**config.mk**
```make
export PLATFORM = sky130hd
export DESIGN_NAME = rsa_exp_engine
export DESIGN_NICKNAME = d
export VERILOG_FILES = /design/src/rtl/rsa_pkg.sv /design/src/rtl/mont_mul_serial.sv /design/src/rtl/rsa_exp_engine.sv
export SDC_FILE = /design/constraint.sdc
export NUM_CORES = 1
export LEC_CHECK = 0
export ABC_AREA = 0
export BUFFER_PORTS_ARGS = -buffer_cell sky130_fd_sc_hd__buf_2
export CAP_MARGIN = 0
export CORE_MARGIN = 2
export CORE_UTILIZATION = 33
export CTS_CLUSTER_DIAMETER = 150
export DETAILED_ROUTE_END_ITERATION = 7
export SLEW_MARGIN = 40
export SYNTH_ARGS = -nofsm -noshare
export SYNTH_HDL_FRONTEND = slang
export SYNTH_HIERARCHICAL = 1
export SYNTH_SLANG_ARGS = --single-unit
```
**constraint.sdc**
```tcl
create_clock -name clk -period 5.5 [get_ports clk]
set_clock_uncertainty 0.1 [all_clocks]
set_input_delay 1.1 -clock clk [delete_from_list [all_inputs] [get_ports clk]]
set_output_delay 1.1 -clock clk [all_outputs]
set_load 0.05 [all_outputs]
```
**src/rtl/rsa_pkg.sv**
```systemverilog
// rtl/rsa_pkg.sv - shared FSM state type and datapath sizing helpers for the RSA exponentiation engine
package rsa_pkg;

    // Control states of the exponentiation engine
    typedef enum logic [2:0] {
        IDLE,
        CHECK,
        PRE,
        LOOP,
        POST,
        FIN
    } rsa_state_t;

    // Montgomery datapath carries two guard bits above the operand width (R = 2^(WIDTH+2))
    localparam int DP_EXTRA = 2;

    // Width of the Montgomery datapath for a given operand width
    function automatic int dp_width(input int width);
        return width + DP_EXTRA;
    endfunction

    // Cycles per multiplier round: one load cycle plus one cycle per datapath bit
    function automatic int round_len(input int width);
        return width + DP_EXTRA + 1;
    endfunction

endpackage

```
**src/rtl/mont_mul_serial.sv**
```systemverilog
// rtl/mont_mul_serial.sv - bit-serial Montgomery multiplier, one multiplier bit per step
module mont_mul_serial #(
    parameter int DW = 10
) (
    input  logic          i_clk,
    input  logic          i_rst,
    input  logic          i_load,
    input  logic          i_step,
    input  logic [DW-1:0] i_a,
    input  logic [DW-1:0] i_b,
    input  logic [DW-1:0] i_n,
    output logic [DW-1:0] o_next
);

    logic [DW-1:0] r_a;
    logic [DW-1:0] r_b;
    logic [DW-1:0] r_n;
    logic [DW-1:0] r_s;
    logic [DW:0]   w_sum;
    logic [DW:0]   w_red;
    logic [DW-1:0] w_next;

    // One iteration: add b when the current multiplier bit is set, make the sum even
    // with N, then halve. With a,b < 2N and 4N < R the partial sum stays below b+N,
    // so DW+1 bits hold the pre-shift value and DW bits hold the running sum.
    assign w_sum  = {1'b0, r_s} + (r_a[0] ? {1'b0, r_b} : '0);
    assign w_red  = w_sum + (w_sum[0] ? {1'b0, r_n} : '0);
    assign w_next = DW'(w_red >> 1);

    // The value the running sum takes on the next step; after the final step it is the product
    assign o_next = w_next;

    // Latch operands on load, otherwise advance one multiplier bit per step
    always_ff @(posedge i_clk or posedge i_rst) begin
        if (i_rst) begin
            r_a <= '0;
            r_b <= '0;
            r_n <= '0;
            r_s <= '0;
        end else if (i_load) begin
            r_a <= i_a;
            r_b <= i_b;
            r_n <= i_n;
            r_s <= '0;
        end else if (i_step) begin
            r_s <= w_next;
            r_a <= r_a >> 1;
        end
    end

endmodule

```
**src/rtl/rsa_exp_engine.sv**
```systemverilog
// rtl/rsa_exp_engine.sv - modular exponentiation X^E mod N with two parallel Montgomery multipliers
module rsa_exp_engine
    import rsa_pkg::*;
#(
    parameter int WIDTH  = 8,
    parameter int EWIDTH = 8
) (
    input  logic              clk,
    input  logic              rst,
    input  logic              ena,
    input  logic              start,
    input  logic              abort,
    input  logic [WIDTH-1:0]  modulus,
    input  logic [EWIDTH-1:0] exponent,
    input  logic [WIDTH-1:0]  message,
    input  logic [WIDTH-1:0]  r2,
    output logic [WIDTH-1:0]  result,
    output logic              busy,
    output logic              done,
    output logic              err
);

    localparam int DW  = dp_width(WIDTH);
    localparam int RL  = round_len(WIDTH);
    localparam int CW  = $clog2(RL);
    localparam int NBW = $clog2(EWIDTH + 1);
    localparam logic [CW-1:0] LAST = CW'(RL - 1);

    rsa_state_t        r_state;
    logic [CW-1:0]     r_cnt;
    logic [NBW-1:0]    r_bits;
    logic [EWIDTH-1:0] r_exp;
    logic [WIDTH-1:0]  r_n;
    logic [WIDTH-1:0]  r_x;
    logic [WIDTH-1:0]  r_r2;
    logic [DW-1:0]     r_a;
    logic [DW-1:0]     r_xm;
    logic [WIDTH-1:0]  r_result;
    logic              r_busy;
    logic              r_done;
    logic              r_err;

    logic [NBW-1:0]    w_nbits;
    logic              w_n_bad;
    logic              w_in_round;
    logic              w_load;
    logic              w_step;
    logic              w_round_end;
    logic [DW-1:0]     w_a_op_a;
    logic [DW-1:0]     w_a_op_b;
    logic [DW-1:0]     w_x_op_a;
    logic [DW-1:0]     w_x_op_b;
    logic [DW-1:0]     w_a_next;
    logic [DW-1:0]     w_x_next;

    assign result = r_result;
    assign busy   = r_busy;
    assign done   = r_done;
    assign err    = r_err;

    // Number of significant exponent bits: index of the top set bit plus one
    always_comb begin
        w_nbits = '0;
        for (int i = 0; i < EWIDTH; i++) begin
            if (r_exp[i]) begin
                w_nbits = NBW'(i + 1);
            end
        end
    end

    // Montgomery reduction needs an odd modulus of at least 3
    assign w_n_bad = ~r_n[0] | (r_n < WIDTH'(3));

    // Round sequencing: count 0 loads the multipliers, counts 1..DW step them
    assign w_in_round  = (r_state == PRE) || (r_state == LOOP) || (r_state == POST);
    assign w_load      = ena && w_in_round && (r_cnt == '0);
    assign w_step      = ena && w_in_round && (r_cnt != '0);
    assign w_round_end = (r_cnt == LAST);

    // Operand selection for the A-path and Xm-path multipliers in each phase
    always_comb begin
        w_a_op_a = '0;
        w_a_op_b = '0;
        w_x_op_a = '0;
        w_x_op_b = '0;
        case (r_state)
            PRE: begin
                w_a_op_a = DW'(1);
                w_a_op_b = DW'(r_r2);
                w_x_op_a = DW'(r_x);
                w_x_op_b = DW'(r_r2);
            end
            LOOP: begin
                w_a_op_a = r_a;
                w_a_op_b = r_xm;
                w_x_op_a = r_xm;
                w_x_op_b = r_xm;
            end
            POST: begin
                w_a_op_a = r_a;
                w_a_op_b = DW'(1);
            end
            default: begin
            end
        endcase
    end

    mont_mul_serial #(
        .DW(DW)
    ) u_mul_a (
        .i_clk (clk),
        .i_rst (rst),
        .i_load(w_load),
        .i_step(w_step),
        .i_a   (w_a_op_a),
        .i_b   (w_a_op_b),
        .i_n   (DW'(r_n)),
        .o_next(w_a_next)
    );

    mont_mul_serial #(
        .DW(DW)
    ) u_mul_x (
        .i_clk (clk),
        .i_rst (rst),
        .i_load(w_load),
        .i_step(w_step),
        .i_a   (w_x_op_a),
        .i_b   (w_x_op_b),
        .i_n   (DW'(r_n)),
        .o_next(w_x_next)
    );

    // Control FSM with round counter, exponent bit counter and registered outputs
    always_ff @(posedge clk or posedge rst) begin
        if (rst) begin
            r_state  <= IDLE;
            r_cnt    <= '0;
            r_bits   <= '0;
            r_exp    <= '0;
            r_n      <= '0;
            r_x      <= '0;
            r_r2     <= '0;
            r_a      <= '0;
            r_xm     <= '0;
            r_result <= '0;
            r_busy   <= 1'b0;
            r_done   <= 1'b0;
            r_err    <= 1'b0;
        end else if (ena) begin
            if (abort && (r_state != IDLE)) begin
                r_state <= IDLE;
                r_cnt   <= '0;
                r_busy  <= 1'b0;
                r_done  <= 1'b0;
                r_err   <= 1'b0;
            end else begin
                case (r_state)
                    IDLE: begin
                        r_done <= 1'b0;
                        r_err  <= 1'b0;
                        if (start && !abort) begin
                            r_n     <= modulus;
                            r_exp   <= exponent;
                            r_x     <= message;
                            r_r2    <= r2;
                            r_cnt   <= '0;
                            r_busy  <= 1'b1;
                            r_state <= CHECK;
                        end
                    end
                    CHECK: begin
                        r_cnt <= '0;
                        if (w_n_bad) begin
                            r_result <= '0;
                            r_err    <= 1'b1;
                            r_done   <= 1'b1;
                            r_busy   <= 1'b0;
                            r_state  <= FIN;
                        end else begin
                            r_bits  <= w_nbits;
                            r_state <= PRE;
                        end
                    end
                    PRE: begin
                        if (w_round_end) begin
                            r_cnt   <= '0;
                            r_a     <= w_a_next;
                            r_xm    <= w_x_next;
                            r_state <= (r_bits == '0) ? POST : LOOP;
                        end else begin
                            r_cnt <= r_cnt + 1'b1;
                        end
                    end
                    LOOP: begin
                        if (w_round_end) begin
                            r_cnt <= '0;
                            if (r_exp[0]) begin
                                r_a <= w_a_next;
                            end
                            r_xm   <= w_x_next;
                            r_exp  <= r_exp >> 1;
                            r_bits <= r_bits - 1'b1;
                            if (r_bits == NBW'(1)) begin
                                r_state <= POST;
                            end
                        end else begin
                            r_cnt <= r_cnt + 1'b1;
                        end
                    end
                    POST: begin
                        if (w_round_end) begin
                            r_cnt    <= '0;
                            r_result <= WIDTH'((w_a_next >= DW'(r_n)) ?
                                               (w_a_next - DW'(r_n)) : w_a_next);
                            r_done   <= 1'b1;
                            r_busy   <= 1'b0;
                            r_state  <= FIN;
                        end else begin
                            r_cnt <= r_cnt + 1'b1;
                        end
                    end
                    FIN: begin
                        r_done  <= 1'b0;
                        r_err   <= 1'b0;
                        r_state <= IDLE;
                    end
                    default: begin
                        r_state <= IDLE;
                    end
                endcase
            end
        end
    end

endmodule

```
==> summary.md <==
| Metric | Value |
|---|---|
| Critical Path AT | `5110 ps` |
| Reg power frac | `between 30% and 40%` |
| Layout area overhead | `12.35%` |
| Clock Path Buffers | `2` |
| Critical Path RT | `5690 ps` |
| Worst hold path type | `reg2reg` |
| Antenna Nets Post-Route | `0` |
| Final worst slack | `a little under 600 ps` |
| Starting Density | `about 34%` |
| Switch Pwr | `approximately 0.0017 W` |
| Nets@finish | `between 1,000 and 1,500` |
| Post-synthesis cell count | `just under 1,000` |
| Yosys cell types | `92` |
| Sequential fraction of the synthesis area | `39.72%` |
| Gpl congestion | `between 0.8 and 0.9` |
| Status | `finished clean` |
| Htree depth | `4` |
| Crit end category | `flip-flop` |
| Comb pwr share | `34.8%` |
| LEAKAGE | `about 5 nW` |
| CTS tree | `built` |
| CTS Buf Count | `17` |
| Commonest non-fill, non-tap cell in the layout | `dfrtp_1` |
| Worst-Skew Late Latency | `about 430 ps` |
| Setup TNS Final | `0 ps` |
| Die Ht | `around 180 um` |
| Crit path launch type | `flip-flop` |
| FF-to-FF path depth | `18` |
| ANT cells | `0` |
| Clock Tree Root | `clkbuf_16` |
| First-pass GRT wire length | `38.33 mm` |
| IO Port Bufs | `47` |
| Clock-pin slew on the worst setup and hold paths | `70 ps` |
| R2R Setup Slk | `580 ps` |
| Vias in the first global route | `7,174` |
| Post-synth EDFFs | `0` |
| Drt drc | `0` |
| Die area | `a little over 30,000 sq um` |
| Worst slew pin tran | `~800 ps` |
| Power, Total | `0.004411 W` |
| Cell-internal power | `about 0.0027 W` |
| PD cells | `approximately 400 nW/um^2` |
| Die Width | `between 150 and 200 um` |
| Syn. warnings | `6` |
| Top cell type's share of synthesized area | `approximately two fifths` |
| CP bufs+invs | `0` |
| Final setup violation count | `0` |
| Critical path class | `reg2reg` |
| Hold Vio Cnt, Final | `0` |
| CORE AREA | `around 29,000 sq um` |
| Synth Area per Inst | `~10 sq um` |
| Post-CTS Hold Buffers | `0` |
| Final Cell Area | `approximately 11,000 sq um` |
| DR iter-0 viols | `between 300 and 400` |
| Max-slew violation count | `0` |
| Layout cell share with drive strength beyond 1 | `between 20% and 30%` |
| Syn Std Cell Area | `around 9700 sq um` |
| Setup Slack @ Placement | `624.3 ps` |
| Total grt overflow | `0` |
| Fill cell count | `2,934` |
| Max stage delay on crit path | `between 400 and 500 ps` |
| Via count | `roughly 7,300` |
| Crit path cell chain | `and2_1, ha_1, fa_1, a211oi_1, o21bai_2, a21oi_1, xnor2_1, ha_1, and3_1, a22o_1, nor2_1, xnor2_1, ha_1, nand3_1, nand2_1, a41oi_2, and2_0, o311ai_1` |
| Initial antenna violation count | `0` |
| Gr usage total | `approximately 16%` |
| FFs w/ async S/R, synth | `100.0%` |
| Drt pass-1 iters | `5` |
| Non-filler instance count after layout | `between 1,000 and 1,500` |
| Number of clock sinks | `154` |
| FF-to-FF Start | `u_mul_a/r_a[0]` |
| Crit path max-delay family | `compound AO/OA/AOI/OAI gates` |
| Most frequent CP cell | `ha_1` |
| Period minus WS final | `4919 ps` |
| Register area | `3854 sq um` |
| R2r endpoint | `result[5]` |
| Post-CTS resize count | `0` |
| Post-synth top flop | `dfrtp_1` |
| Post-CTS Setup Bufs | `0` |
| Most frequent cells in the layout | `154 x dfrtp_1, 108 x nand2_1, 74 x mux2_2` |
| Post-DR wirelength/cell | `around 16 um` |
| Largest net degree at the start of global routing | `70` |
| Hold_sp | `r_r2[1]` |
| Cell Rows | `between 60 and 70` |
| Dpl cells | `approximately 1,400` |
| Slew HR | `between 40% and 50%` |
| Post-Route WL | `23.10 mm` |
| Crit path max fanout | `11` |
| Multi-input gate area | `~5500 sq um` |
| Vias per cell | `around 5.2` |
| MaxCap Viol Count | `0` |
| # IOs | `48` |
| Cell depth of the worst hold path | `1` |
| Leading area contributor after synthesis | `dfrtp_1` |
| Switching Fraction | `a little under two fifths` |
| Peak VDD IR | `0.2656 mV` |
| WHS Endpoint | `r_r2[1]` |
| Synth top area cells | `dfrtp_1 40%, mux2_2 8.6%, ha_1 6.6%, nand2_1 4.2%, mux2i_1 3.1%` |
| Clock share of power | `approximately 27%` |
| Instance area at placement | `about 10,000 sq um` |
| Critical path's slowest cell | `dfrtp_1` |
| Crit share post-route | `~89%` |
| Unrepaired setup endpoints after global routing | `false` |
| Count of state elements after synthesis | `approximately 150` |
| Post-DP HPWL | `between 15 and 20 mm` |
| FMAX | `0.2033 GHz` |
-- worst reg2reg max path, stage by stage, from the launching register on --
cell	delay [ps]
dfrtp_1	450
and2_1	180
ha_1	230
fa_1	450
a211oi_1	280
o21bai_2	120
a21oi_1	260
xnor2_1	170
ha_1	320
and3_1	200
a22o_1	220
nor2_1	120
xnor2_1	200
ha_1	370
nand3_1	100
nand2_1	70
a41oi_2	350
and2_0	420
o311ai_1	170
-- power by group through the flow --
| stage | combinational [W] | sequential, W | clock (W) |
|---|---|---|---|
| 2_1_floorplan | 0.00119 | 0.00162 | 0 |
| 3_3_place_gp | 0.00151 | 0.00168 | 0 |
| 3_5_place_dp | 0.00153 | 0.00169 | 0 |
| 4_1_cts | 0.00154 | 0.00167 | 0.00123 |
| 5_1_grt | 0.00171 | 0.00171 | 0.00127 |
| 6_report | 0.00154 | 0.00167 | 0.00120 |
-- cells by family (layout without fill, tap and decap cells) --
kind of cell               count (synthesis)  after routing  synth area share (%)
and+or+nand+nor                          306            306                 16.13
DFF                                      154            154                 39.72
xor gates and xnor gates                  36             36                 3.249
other                                      1              4               0.03865
AOI/OAI and AO/OA                        234            234                 16.63
buffers and inverters                     92            134                 4.371
adders and majority gates                 57             57                 7.711
muxes                                    108            108                 12.15
-- routing by layer --
metal | track usage [%] | vias to the layer above | wire, um
met1 | 21.67 | 3588 | 11510
met5 | 0 | - | 0
li1 | - | 3576 | -
met4 | 5.165 | 0 | 367
met3 | 1.926 | 22 | 537
met2 | 24.92 | 128 | 10690
-- worst max-delay path by stage --
stage	from	end	slack (ps)	cells after the start
after floorplan	u_mul_a/r_a[0]	result[2]	990	17
after global placement	u_mul_a/r_a[0]	result[3]	680	18
after detailed placement	u_mul_a/r_a[0]	result[7]	620	18
after CTS	u_mul_a/r_a[0]	result[7]	590	18
after global routing	u_mul_a/r_a[0]	result[7]	170	17
final	u_mul_a/r_a[0]	result[5]	580	18
-- registers in the layout, indices dropped and copies added, names as in the netlist, 10 cells and up --
signal and cells:
u_mul_a/r_b 10, u_mul_a/r_a 10, u_mul_x/r_s 10, u_mul_x/r_n 10
r_xm 10, u_mul_x/r_b 10, r_a 10, u_mul_a/r_s 10
u_mul_a/r_n 10, u_mul_x/r_a 10
-- layout make-up --
cell class                 count  share of cell area (%)
multi-input combinational    745                   50.07
sequential                   154                   35.35
clock inverter                13                   1.366
clock buffer                  19                   4.155
tap                          384                   4.407
timing repair buffer          61                   3.191
inverter                      41                   1.458
-- cell usage after synthesis, drive strengths merged, types with 10 or more instances --
| cell type | number |
|---|---|
| nand2 | 108 |
| mux2i | 30 |
| xnor2 | 22 |
| dfrtp | 154 |
| inv | 41 |
| xor2 | 14 |
| o21a | 10 |
| nand3 | 14 |
| ha | 51 |
| nor3 | 10 |
| nor2b | 15 |
| and2 | 48 |
| buf | 27 |
| a21o | 17 |
| o21ai | 65 |
| clkbuf | 24 |
| mux2 | 78 |
| a21oi | 65 |
| nor2 | 50 |
-- per-stage QoR --
step	hold WS [ps]	utilization, %
finish	394.0	37.78
floorplan	349.7	-
global route	412.8	37.78
global placement	376.8	35.61
CTS	397.3	37.78
detailed placement	380.5	35.69
No activity file was read; power rests on OpenSTA's default activity.
